### src/rtl/uart_pkg.sv
// rtl/uart_pkg.sv - shared types and register map for avalon_uart_ctrl
package uart_pkg;

    typedef enum logic [1:0] {
        PAR_NONE = 2'b00,
        PAR_EVEN = 2'b01,
        PAR_ODD  = 2'b10,
        PAR_RSVD = 2'b11
    } parity_e;

    typedef enum logic [2:0] {
        TX_IDLE, TX_START, TX_DATA, TX_PARITY, TX_STOP1, TX_STOP2
    } tx_state_e;

    typedef enum logic [2:0] {
        RX_IDLE, RX_START, RX_DATA, RX_PARITY, RX_STOP
    } rx_state_e;

    localparam logic [1:0] ADDR_DATA    = 2'd0;
    localparam logic [1:0] ADDR_CONTROL = 2'd1;
    localparam logic [1:0] ADDR_BAUD    = 2'd2;
    localparam logic [1:0] ADDR_LINE    = 2'd3;

    localparam int CTRL_RIE  = 0;
    localparam int CTRL_WIE  = 1;
    localparam int CTRL_OVR  = 2;
    localparam int CTRL_RINT = 8;
    localparam int CTRL_WINT = 9;

    localparam int DATA_PERR  = 9;
    localparam int DATA_FERR  = 10;
    localparam int DATA_VALID = 15;

    function automatic logic parity_enabled(input logic [1:0] mode);
        return (mode == PAR_EVEN) || (mode == PAR_ODD);
    endfunction

endpackage

### src/rtl/uart_sync_fifo.sv
// rtl/uart_sync_fifo.sv - synchronous FIFO with registered count/full/empty
module uart_sync_fifo #(
    parameter int WIDTH = 8,
    parameter int DEPTH = 128
) (
    input  logic                     clk,
    input  logic                     reset,
    input  logic                     push,
    input  logic [WIDTH-1:0]         push_data,
    input  logic                     pop,
    output logic [WIDTH-1:0]         pop_data,
    output logic [$clog2(DEPTH):0]   count,
    output logic                     full,
    output logic                     empty
);
    localparam int AW = $clog2(DEPTH);

    logic [WIDTH-1:0] mem [DEPTH];
    logic [AW-1:0]    wr_ptr, rd_ptr;
    logic             do_push, do_pop;

    // A pop frees a slot in the same cycle, so a full FIFO still accepts a push alongside it
    assign do_pop   = pop & ~empty;
    assign do_push  = push & (~full | do_pop);
    assign pop_data = mem[rd_ptr];

    always_ff @(posedge clk) begin
        if (do_push) mem[wr_ptr] <= push_data;
    end

    always_ff @(posedge clk) begin
        if (reset) begin
            wr_ptr <= '0;
            rd_ptr <= '0;
            count  <= '0;
            full   <= 1'b0;
            empty  <= 1'b1;
        end else begin
            if (do_push) wr_ptr <= wr_ptr + AW'(1);
            if (do_pop)  rd_ptr <= rd_ptr + AW'(1);
            case ({do_push, do_pop})
                2'b10: begin
                    count <= count + (AW+1)'(1);
                    empty <= 1'b0;
                    full  <= (count == (AW+1)'(DEPTH-1));
                end
                2'b01: begin
                    count <= count - (AW+1)'(1);
                    full  <= 1'b0;
                    empty <= (count == (AW+1)'(1));
                end
                default: ;
            endcase
        end
    end

endmodule

### src/rtl/avalon_uart_ctrl.sv
// rtl/avalon_uart_ctrl.sv - Avalon-MM UART with programmable baud, parity and FIFOs
module avalon_uart_ctrl
    import uart_pkg::*;
#(
    parameter int DATA_WIDTH      = 8,
    parameter int FIFO_DEPTH      = 128,
    parameter int DIV_WIDTH       = 16,
    parameter int DEFAULT_DIVISOR = 433
) (
    input  logic        clk,
    input  logic        reset,
    input  logic [1:0]  address,
    input  logic        chipselect,
    input  logic [3:0]  byteenable,
    input  logic        read,
    input  logic        write,
    input  logic [31:0] writedata,
    input  logic        UART_RXD,
    output logic        irq,
    output logic [31:0] readdata,
    output logic        UART_TXD
);
    localparam int CW = $clog2(FIFO_DEPTH) + 1;
    localparam int RW = DATA_WIDTH + 2;

    logic                  wr_acc, rd_acc;
    logic [DIV_WIDTH-1:0]  divisor;
    logic [2:0]            line_cfg;
    logic                  read_irq_en, write_irq_en, rx_overrun;
    logic                  tx_wr_pend;
    logic [DATA_WIDTH-1:0] tx_wr_data;
    logic                  tx_pop, tx_full, tx_empty;
    logic [DATA_WIDTH-1:0] tx_fifo_data;
    logic [CW-1:0]         tx_count, rx_count;
    logic                  rx_push, rx_pop, rx_full, rx_empty;
    logic [RW-1:0]         rx_push_data, rx_fifo_data;
    logic [15:0]           tx_space;
    logic                  read_int, write_int;
    logic [31:0]           rd_mux;
    logic                  unused_bits;

    assign wr_acc    = chipselect & write & byteenable[0];
    assign rd_acc    = chipselect & read & byteenable[0];
    assign tx_space  = 16'(FIFO_DEPTH) - 16'(tx_count);
    assign read_int  = read_irq_en & ~rx_empty;
    assign write_int = write_irq_en & (tx_space >= 16'(3 * FIFO_DEPTH / 4));
    assign rx_pop    = rd_acc & (address == ADDR_DATA) & ~rx_empty;
    assign unused_bits = &{1'b0, byteenable[3:1], writedata[31:DIV_WIDTH], tx_full};

    always_ff @(posedge clk) begin
        if (reset) begin
            divisor      <= DIV_WIDTH'(DEFAULT_DIVISOR);
            line_cfg     <= '0;
            read_irq_en  <= 1'b0;
            write_irq_en <= 1'b0;
            rx_overrun   <= 1'b0;
            tx_wr_pend   <= 1'b0;
            tx_wr_data   <= '0;
            irq          <= 1'b0;
        end else begin
            tx_wr_pend <= 1'b0;
            irq        <= read_int | write_int;
            if (wr_acc) begin
                case (address)
                    ADDR_DATA: begin
                        tx_wr_pend <= 1'b1;
                        tx_wr_data <= writedata[DATA_WIDTH-1:0];
                    end
                    ADDR_CONTROL: begin
                        read_irq_en  <= writedata[CTRL_RIE];
                        write_irq_en <= writedata[CTRL_WIE];
                        if (writedata[CTRL_OVR]) rx_overrun <= 1'b0;
                    end
                    ADDR_BAUD: divisor <= (writedata[DIV_WIDTH-1:0] < DIV_WIDTH'(3)) ?
                                          DIV_WIDTH'(3) : writedata[DIV_WIDTH-1:0];
                    default: line_cfg <= writedata[2:0];
                endcase
            end
            if (rx_push & rx_full & ~rx_pop) rx_overrun <= 1'b1;
        end
    end

    always_comb begin
        rd_mux = '0;
        case (address)
            ADDR_DATA: begin
                rd_mux[31:16]      = 16'(rx_count);
                rd_mux[DATA_VALID] = ~rx_empty;
                if (!rx_empty) begin
                    rd_mux[DATA_FERR]         = rx_fifo_data[RW-1];
                    rd_mux[DATA_PERR]         = rx_fifo_data[RW-2];
                    rd_mux[DATA_WIDTH-1:0]    = rx_fifo_data[DATA_WIDTH-1:0];
                end
            end
            ADDR_CONTROL: begin
                rd_mux[31:16]     = tx_space;
                rd_mux[CTRL_WINT] = write_int;
                rd_mux[CTRL_RINT] = read_int;
                rd_mux[CTRL_OVR]  = rx_overrun;
                rd_mux[CTRL_WIE]  = write_irq_en;
                rd_mux[CTRL_RIE]  = read_irq_en;
            end
            ADDR_BAUD: rd_mux[DIV_WIDTH-1:0] = divisor;
            default:   rd_mux[2:0] = line_cfg;
        endcase
    end

    always_ff @(posedge clk) begin
        if (reset)       readdata <= '0;
        else if (rd_acc) readdata <= rd_mux;
    end

    uart_sync_fifo #(.WIDTH(DATA_WIDTH), .DEPTH(FIFO_DEPTH)) u_tx_fifo (
        .clk(clk), .reset(reset), .push(tx_wr_pend), .push_data(tx_wr_data),
        .pop(tx_pop), .pop_data(tx_fifo_data), .count(tx_count),
        .full(tx_full), .empty(tx_empty)
    );

    uart_sync_fifo #(.WIDTH(RW), .DEPTH(FIFO_DEPTH)) u_rx_fifo (
        .clk(clk), .reset(reset), .push(rx_push), .push_data(rx_push_data),
        .pop(rx_pop), .pop_data(rx_fifo_data), .count(rx_count),
        .full(rx_full), .empty(rx_empty)
    );

    tx_state_e             tx_state, tx_next;
    logic                  tx_load, tx_bit_end, tx_line, txd_q;
    logic [DIV_WIDTH-1:0]  tx_cnt, tx_div;
    logic [2:0]            tx_bit;
    logic [DATA_WIDTH-1:0] tx_shift;
    logic                  tx_par_bit, tx_par_en, tx_two_stop;

    assign tx_bit_end = (tx_cnt == tx_div);
    assign tx_pop     = tx_load;
    assign UART_TXD   = txd_q;

    always_ff @(posedge clk) begin
        if (reset) tx_state <= TX_IDLE;
        else       tx_state <= tx_next;
    end

    // Reloading straight from a stop bit lets queued bytes go out with no idle gap
    always_comb begin
        tx_next = tx_state;
        tx_load = 1'b0;
        tx_line = 1'b1;
        case (tx_state)
            TX_IDLE: if (!tx_empty) begin
                tx_next = TX_START;
                tx_load = 1'b1;
            end
            TX_START: begin
                tx_line = 1'b0;
                if (tx_bit_end) tx_next = TX_DATA;
            end
            TX_DATA: begin
                tx_line = tx_shift[0];
                if (tx_bit_end && tx_bit == 3'(DATA_WIDTH-1))
                    tx_next = tx_par_en ? TX_PARITY : TX_STOP1;
            end
            TX_PARITY: begin
                tx_line = tx_par_bit;
                if (tx_bit_end) tx_next = TX_STOP1;
            end
            TX_STOP1, TX_STOP2: if (tx_bit_end) begin
                if (tx_state == TX_STOP1 && tx_two_stop) tx_next = TX_STOP2;
                else if (!tx_empty) begin
                    tx_next = TX_START;
                    tx_load = 1'b1;
                end else tx_next = TX_IDLE;
            end
            default: tx_next = TX_IDLE;
        endcase
    end

    always_ff @(posedge clk) begin
        if (reset) begin
            tx_cnt      <= '0;
            tx_div      <= '0;
            tx_bit      <= '0;
            tx_shift    <= '0;
            tx_par_bit  <= 1'b0;
            tx_par_en   <= 1'b0;
            tx_two_stop <= 1'b0;
            txd_q       <= 1'b1;
        end else begin
            txd_q <= tx_line;
            if (tx_load) begin
                tx_cnt      <= '0;
                tx_bit      <= '0;
                tx_div      <= divisor;
                tx_shift    <= tx_fifo_data;
                tx_par_en   <= parity_enabled(line_cfg[1:0]);
                tx_par_bit  <= (^tx_fifo_data) ^ (line_cfg[1:0] == PAR_ODD);
                tx_two_stop <= line_cfg[2];
            end else if (tx_bit_end) begin
                tx_cnt <= '0;
                if (tx_state == TX_DATA) begin
                    tx_shift <= tx_shift >> 1;
                    tx_bit   <= tx_bit + 3'd1;
                end
            end else tx_cnt <= tx_cnt + DIV_WIDTH'(1);
        end
    end

    rx_state_e             rx_state, rx_next;
    logic                  rxd_s1, rxd_s2, rxd_prev;
    logic                  rx_load, rx_sample;
    logic [DIV_WIDTH-1:0]  rx_cnt, rx_div;
    logic [2:0]            rx_bit;
    logic [DATA_WIDTH-1:0] rx_shift;
    logic [1:0]            rx_mode;
    logic                  rx_perr;

    // Start is checked at half a bit; every later sample is a full bit after the previous one
    assign rx_sample    = (rx_state == RX_START) ? (rx_cnt == (rx_div >> 1)) : (rx_cnt == rx_div);
    assign rx_push_data = {~rxd_s2, rx_perr, rx_shift};

    always_ff @(posedge clk) begin
        if (reset) rx_state <= RX_IDLE;
        else       rx_state <= rx_next;
    end

    always_comb begin
        rx_next = rx_state;
        rx_load = 1'b0;
        rx_push = 1'b0;
        case (rx_state)
            RX_IDLE: if (rxd_prev & ~rxd_s2) begin
                rx_next = RX_START;
                rx_load = 1'b1;
            end
            RX_START:  if (rx_sample) rx_next = rxd_s2 ? RX_IDLE : RX_DATA;
            RX_DATA:   if (rx_sample && rx_bit == 3'(DATA_WIDTH-1))
                           rx_next = parity_enabled(rx_mode) ? RX_PARITY : RX_STOP;
            RX_PARITY: if (rx_sample) rx_next = RX_STOP;
            RX_STOP:   if (rx_sample) begin
                rx_push = 1'b1;
                rx_next = RX_IDLE;
            end
            default: rx_next = RX_IDLE;
        endcase
    end

    always_ff @(posedge clk) begin
        if (reset) begin
            rxd_s1   <= 1'b1;
            rxd_s2   <= 1'b1;
            rxd_prev <= 1'b1;
            rx_cnt   <= '0;
            rx_div   <= '0;
            rx_bit   <= '0;
            rx_shift <= '0;
            rx_mode  <= '0;
            rx_perr  <= 1'b0;
        end else begin
            rxd_s1   <= UART_RXD;
            rxd_s2   <= rxd_s1;
            rxd_prev <= rxd_s2;
            if (rx_load) begin
                rx_cnt  <= '0;
                rx_bit  <= '0;
                rx_div  <= divisor;
                rx_mode <= line_cfg[1:0];
                rx_perr <= 1'b0;
            end else if (rx_sample) begin
                rx_cnt <= '0;
                if (rx_state == RX_DATA) begin
                    rx_shift <= {rxd_s2, rx_shift[DATA_WIDTH-1:1]};
                    rx_bit   <= rx_bit + 3'd1;
                end
                if (rx_state == RX_PARITY)
                    rx_perr <= rxd_s2 ^ (^rx_shift) ^ (rx_mode == PAR_ODD);
            end else rx_cnt <= rx_cnt + DIV_WIDTH'(1);
        end
    end

endmodule

### config.mk
export PLATFORM = sky130hd
export DESIGN_NAME = avalon_uart_ctrl
export DESIGN_NICKNAME = d
export VERILOG_FILES = /design/src/rtl/uart_pkg.sv /design/src/rtl/uart_sync_fifo.sv /design/src/rtl/avalon_uart_ctrl.sv
export SDC_FILE = /design/constraint.sdc
export NUM_CORES = 2
export LEC_CHECK = 0
export BUFFER_PORTS_ARGS = -buffer_cell sky130_fd_sc_hd__buf_2
export CAP_MARGIN = 20
export CORE_ASPECT_RATIO = 1.4
export CORE_MARGIN = 2
export CORE_UTILIZATION = 40
export CTS_CLUSTER_DIAMETER = 120
export DETAILED_ROUTE_END_ITERATION = 10
export PLACE_DENSITY = 0.54
export SYNTH_ARGS = -nofsm -noshare
export SYNTH_HDL_FRONTEND = slang
export SYNTH_SLANG_ARGS = --single-unit
### constraint.sdc
create_clock -name clk -period 4.15 [get_ports clk]
set_clock_uncertainty 0.1 [all_clocks]
set_input_delay 0.2075 -clock clk [delete_from_list [all_inputs] [get_ports clk]]
set_output_delay 0.2075 -clock clk [all_outputs]
set_load 0.01 [all_outputs]
[After elaboration in Yosys (flattened, before gate mapping)]
Memory sizes are Yosys's and may differ from the RTL's. A register that Yosys moved wholly into a read port is not among the register bits.
Cells that the tools add are included.
Storage, ports and cells
  bits in registers: 214
  bits in writable memories: 2304
  bits of input ports: 44
  output and inout bits: 34
  logic and storage cells: 219
  memories: 2
Cells by class
  $add $sub $neg: 13
  order comparisons: 2
  equality and inequality tests: 38
  mux-type cells: 60
  bitwise gates (word level): 30
  reductions and logical operators: 36
Memory list
  u_rx_fifo.mem: words 128, bits a word 10, rd ports 1, clocked after memory_dff 1, wr ports 1, line uart_sync_fifo.sv:18  | logic [WIDTH-1:0] mem [DEPTH];
  u_tx_fifo.mem: words 128, bits a word 8, rd ports 1, clocked after memory_dff 1, wr ports 1, line uart_sync_fifo.sv:18
Operators by type and width (number)
  $mux W3: 13
  $add A16 B1 Y16 const B: 2
  $eq A16 B16 Y1: 2
  $mux W8: 4
  $pmux W16 S2: 1
  $pmux W8 S2: 2
  $pmux W3 S5: 2
  $add A7 B1 Y7 const B: 4
  $mux W7: 4
  $ne A2 B2 Y1 const B: 10
  $mux W1: 18
  $add A8 B1 Y8 const B: 2
  $eq A16 B15 Y1: 1
  $eq A8 B1 Y1 const B: 2
  $eq A8 B7 Y1 const B: 2
  $ge A16 B7 Y1 const B: 1
  $lt A16 B2 Y1 const B: 1
  $mux W16: 1
  $pmux W1 S2: 8
  $reduce_and A2 Y1: 8
  $reduce_xor A8 Y1: 2
  $sub A8 B1 Y8 const B: 2
  $and A1 B1 Y1: 15
  $eq A3 B3 Y1 const B: 5
  23 further kinds: 67

[Longest topological paths before layout]
  word-level depth: 10
  gate-level depth with buffers: 17
  mapped depth without buffers: 14

[By module]
Synthesis repeated with hierarchy kept, for this count alone.
Second synthesis, totals
  cell total of the unflattened synthesis: 4789
  area total of the unflattened synthesis: 98972.4 µm²
By module, submodules not included
  uart_sync_fifo (u_rx_fifo): instances 1, cells each 2126, area an instance 50443.4 µm²
  uart_sync_fifo (u_tx_fifo): instances 1, cells each 1765, area an instance 40782.9 µm²
  avalon_uart_ctrl: instances 1, cells each 898, area an instance 7746.2 µm²

[Worst setup path after synthesis]
No wires, ideal clock.
  path type: reg-to-reg
  from: register rx_state[0]
  to: memory u_rx_fifo.mem[104][0] (netlist bit) (enable)
  library setup time: 0.376 ns
  arrival time: 3.503 ns
  required time: 3.674 ns
  path slack: 0.171 ns
  stages on the path, launching flop included: 13
  path through: dfxtp_1 buf_4 or3b_1 buf_2 nor4_4 a22oi_1 a2111o_1 nor4_4 nand4_4 nor2_1 nand2_1 buf_2 nor2_1
Between the ends
  longest elaborated chain between the ends: 7
  elaborated cells on any way between the ends: 8
  those cells by class: eq/ne: 2; mux: 5; bitwise: 1
RTL lines
  start: declaration: line avalon_uart_ctrl.sv:205  | rx_state_e rx_state, rx_next;
  start signal: assignment: line avalon_uart_ctrl.sv:220  | else rx_state <= rx_next;
  $eq A3 B1 Y1: line avalon_uart_ctrl.sv:215  | assign rx_sample = (rx_state == RX_START) ? (rx_cnt == (rx_div >> 1)) : (rx_cnt == rx_div);
  $mux W1: line avalon_uart_ctrl.sv:215
  $mux W1: line avalon_uart_ctrl.sv:236  | RX_STOP: if (rx_sample) begin
  $mux W1 *: line avalon_uart_ctrl.sv:227  | case (rx_state)
  $and A1 B1 Y1 *: line uart_sync_fifo.sv:24  | assign do_push = push & (~full | do_pop);
  $mux W1 *: line uart_sync_fifo.sv:28  | if (do_push) mem[wr_ptr] <= push_data;
  $mux W1 (implied by the code) *: line uart_sync_fifo.sv:28
  end: declaration: line uart_sync_fifo.sv:18
Mark *: on every way between the ends. The rest lies on a longest branch, timed or not.

==> impl_metrics.json <==
{
  "netlist_area_sq_mm": 0.0989,
  "grtUsageTotal": 0.203,
  "numCtsBuffers": 242,
  "grt_pass1_vias": 51100,
  "setup_ws_ns": 0.277,
  "vdd_drop_max_mv": 0.352,
  "htreeDepth": 4,
  "clock_path_buffers": 4,
  "ios": 78,
  "grt_max_degree": 130,
  "clk_pin_slew_ns": 0.07,
  "gp_congestion": 0.842,
  "die_h_um": 592,
  "antenna_found_initial": 2,
  "dp_slack_ns": -0.0647,
  "critical_path.max_fanout": 11,
  "min_path_type": "primary input to flop",
  "startpoint_type": "flop",
  "core_sq_mm": 0.246,
  "fin_crit_sh": 0.933,
  "run_status": "complete, no violations",
  "arrival_ns": 4.57,
  "synth.avg_cell_area_sq_um": 19.6,
  "slew_violations": 0,
  "synth_area_leader_cell": "edfxtp_1",
  "hold_viol": 0,
  "grt_overflow": 0,
  "fin_area_sq_mm": 0.115,
  "maxCapViolCount": 0,
  "grt_setup_unrepaired": "no",
  "synth_fp_nets": 5128,
  "final_nets": 5673,
  "dieArea_sq_mm": 0.251,
  "ys_seq_elements": 2525,
  "drtIter0Drc": 4392,
  "p_per_area_mw_per_mm2": 449,
  "synth_cell_types": 73,
  "portBuffers": 58,
  "ys_seq_area_frac": 0.744,
  "grt_pass1_wl_um": 370000,
  "min_period_ns": 3.87,
  "dp.cells": 8585,
  "utilization": 0.465,
  "yosysWarnings": 0,
  "setup.worst_path.class": "flop to flop",
  "vias_per_cell": 5.49,
  "vias": 49700,
  "place_hpwl_um": 168000,
  "cts_tree": "done",
  "synth-edff-count": 2304,
  "synth_top_area_frac": 0.700,
  "die_w_um": 424,
  "drive_above_1_share": 0.287,
  "remaining_drc_errors": 0,
  "initial_utilization": 0.401,
  "total_power_mw": 51.5,
  "leakagePower_nw": 35.9,
  "endpoint_kind": "flop",
  "synthTopCellsByArea": "edfxtp_1, mux4_2, dfxtp_1, nor2_1, mux2i_1",
  "syn_inst": 5057,
  "final.fill_count": 20800,
  "critPathRequiredTime_ns": 4.84,
  "synth_ff_type": "edfxtp_1",
  "syn_to_final_growth_pct": 16.0,
  "fin_cells": 9065,
  "postPlaceCellArea_sq_mm": 0.106,
  "rows": 216,
  "setup_violations": 0,
  "async_flop_share": 0,
  "routed_wl_um": 258000,
  "detail_route.wl_per_cell_um": 28.5,
  "antenna_left": 0,
  "worst_pin_slew_ns": 1.09,
  "cts_root_buf": "clkbuf_16",
  "cts_sinks": 2525,
  "max_freq_ghz": 0.258,
  "drtPass1Iterations": 7,
  "slew_headroom": 0.276,
  "clk_latency_ns": 0.90
}
## where the power goes
group | internal (mW) | switching [mW] | total [mW]
clock | 12.5 | 9.56 | 22.0
sequential | 27.4 | 0.128 | 27.6
combinational | 0.829 | 1.01 | 1.84
## stage by stage
stage	setup TNS, ns	hold slack [ns]
after floorplan	0	0.211
after global placement	-0.0716	0.296
after detailed placement	-0.0647	0.308
after CTS	0	0.0178
after global routing	0	0.0550
final	0	0.0837
## sequential cells by signal (all words and copies together) (netlist names), 7 cells and up, named ones only
register,flops
readdata,25
u_tx_fifo.rd_ptr,7
divisor,16
rx_div,16
u_tx_fifo.count,8
u_rx_fifo.mem,1280
tx_wr_data,8
rx_cnt,16
tx_shift,8
u_rx_fifo.count,8
rx_shift,8
u_tx_fifo.wr_ptr,7
u_tx_fifo.mem,1024
u_rx_fifo.rd_ptr,7
tx_cnt,16
u_rx_fifo.wr_ptr,7
tx_div,16
## worst max-delay path, stage by stage, from the launching register on
cell and delay, ns:
dfxtp_4 0.42, buf_4 0.15, buf_12 0.15, buf_4 0.22
mux4_2 0.53, mux2i_1 0.38, a32oi_1 0.15, a32o_1 0.38
o21ai_0 0.33, xor2_1 0.24, xnor3_1 0.36, xnor2_1 0.14
a211oi_1 0.21
## cell usage after synthesis, drive strengths merged, types with 29 or more instances
master	count
nand2	257
xnor2	50
mux2i	107
xor2	66
o22ai	38
edfxtp	2304
clkbuf	178
mux4	645
nor2	418
a211oi	29
nand3	68
dfxtp	221
mux2	50
o21ai	35
a21oi	115
nor3	42
buf	117
inv	31
## cell type report
class / count / area [sq um] / share of cell area
Clock buffer: 280 / 6270 / 0.0547
Sequential cell: 2525 / 73700 / 0.643
Inverter: 32 / 123 / 0.00107
Multi-Input combinational cell: 2205 / 23900 / 0.208
Clock inverter: 156 / 1550 / 0.0135
Antenna cell: 1 / 2.50 / 0.0000218
Timing Repair Buffer: 596 / 5090 / 0.0444
Tap cell: 3270 / 4090 / 0.0357
## cell families (layout without fill, tap and decap cells)
logic type | after synthesis | in the layout | share of synthesized area
DFF | 2525 | 2525 | 0.744
other | 0 | 1 | 0
and+or+nand+nor | 922 | 922 | 0.0412
AOI/OAI and AO/OA | 337 | 337 | 0.0225
buffers and inverters | 327 | 1064 | 0.0146
muxes | 802 | 802 | 0.163
adders and majority gates | 27 | 27 | 0.00342
xor gates and xnor gates | 117 | 117 | 0.0105
## timing repair
action,CTS,global route
pin swaps,0,2
endpoints found under the hold margin,105,0
hold buffers,38,0
buffers inserted,0,4
gates resized for setup,2,4
endpoints found under the setup margin,1,808
## placed cells by master (no fill, tap or decap), types with 50 or more instances in the layout
master / instances
nand2_1: 257
buf_12: 51
mux2i_1: 107
xnor2_1: 50
mux2_2: 50
clkbuf_16: 244
buf_2: 57
dfxtp_1: 195
a21oi_1: 115
buf_4: 447
edfxtp_1: 2304
mux4_2: 645
nor2_1: 416
nand3_1: 66
xor2_1: 66
## layer usage
layer | global-route usage | share of wire | wire length, um
met3 | 0.0263 | 0.042 | 10900
met5 | 0 | 0 | 0
met4 | 0.0653 | 0.034 | 8700
met1 | 0.250 | 0.39 | 100000
met2 | 0.370 | 0.54 | 138000
## worst paths after layout
path	from	to	slack [ns]	cells past startpoint
max	flop	tx_par_bit	0.28	12
min	writedata[3]	tx_wr_data[3]	0.08	4
max reg2reg	flop	tx_par_bit	0.28	12
min reg2reg	rxd_s1	rxd_s2	0.32	1
(Power assumes the default switching activity.)
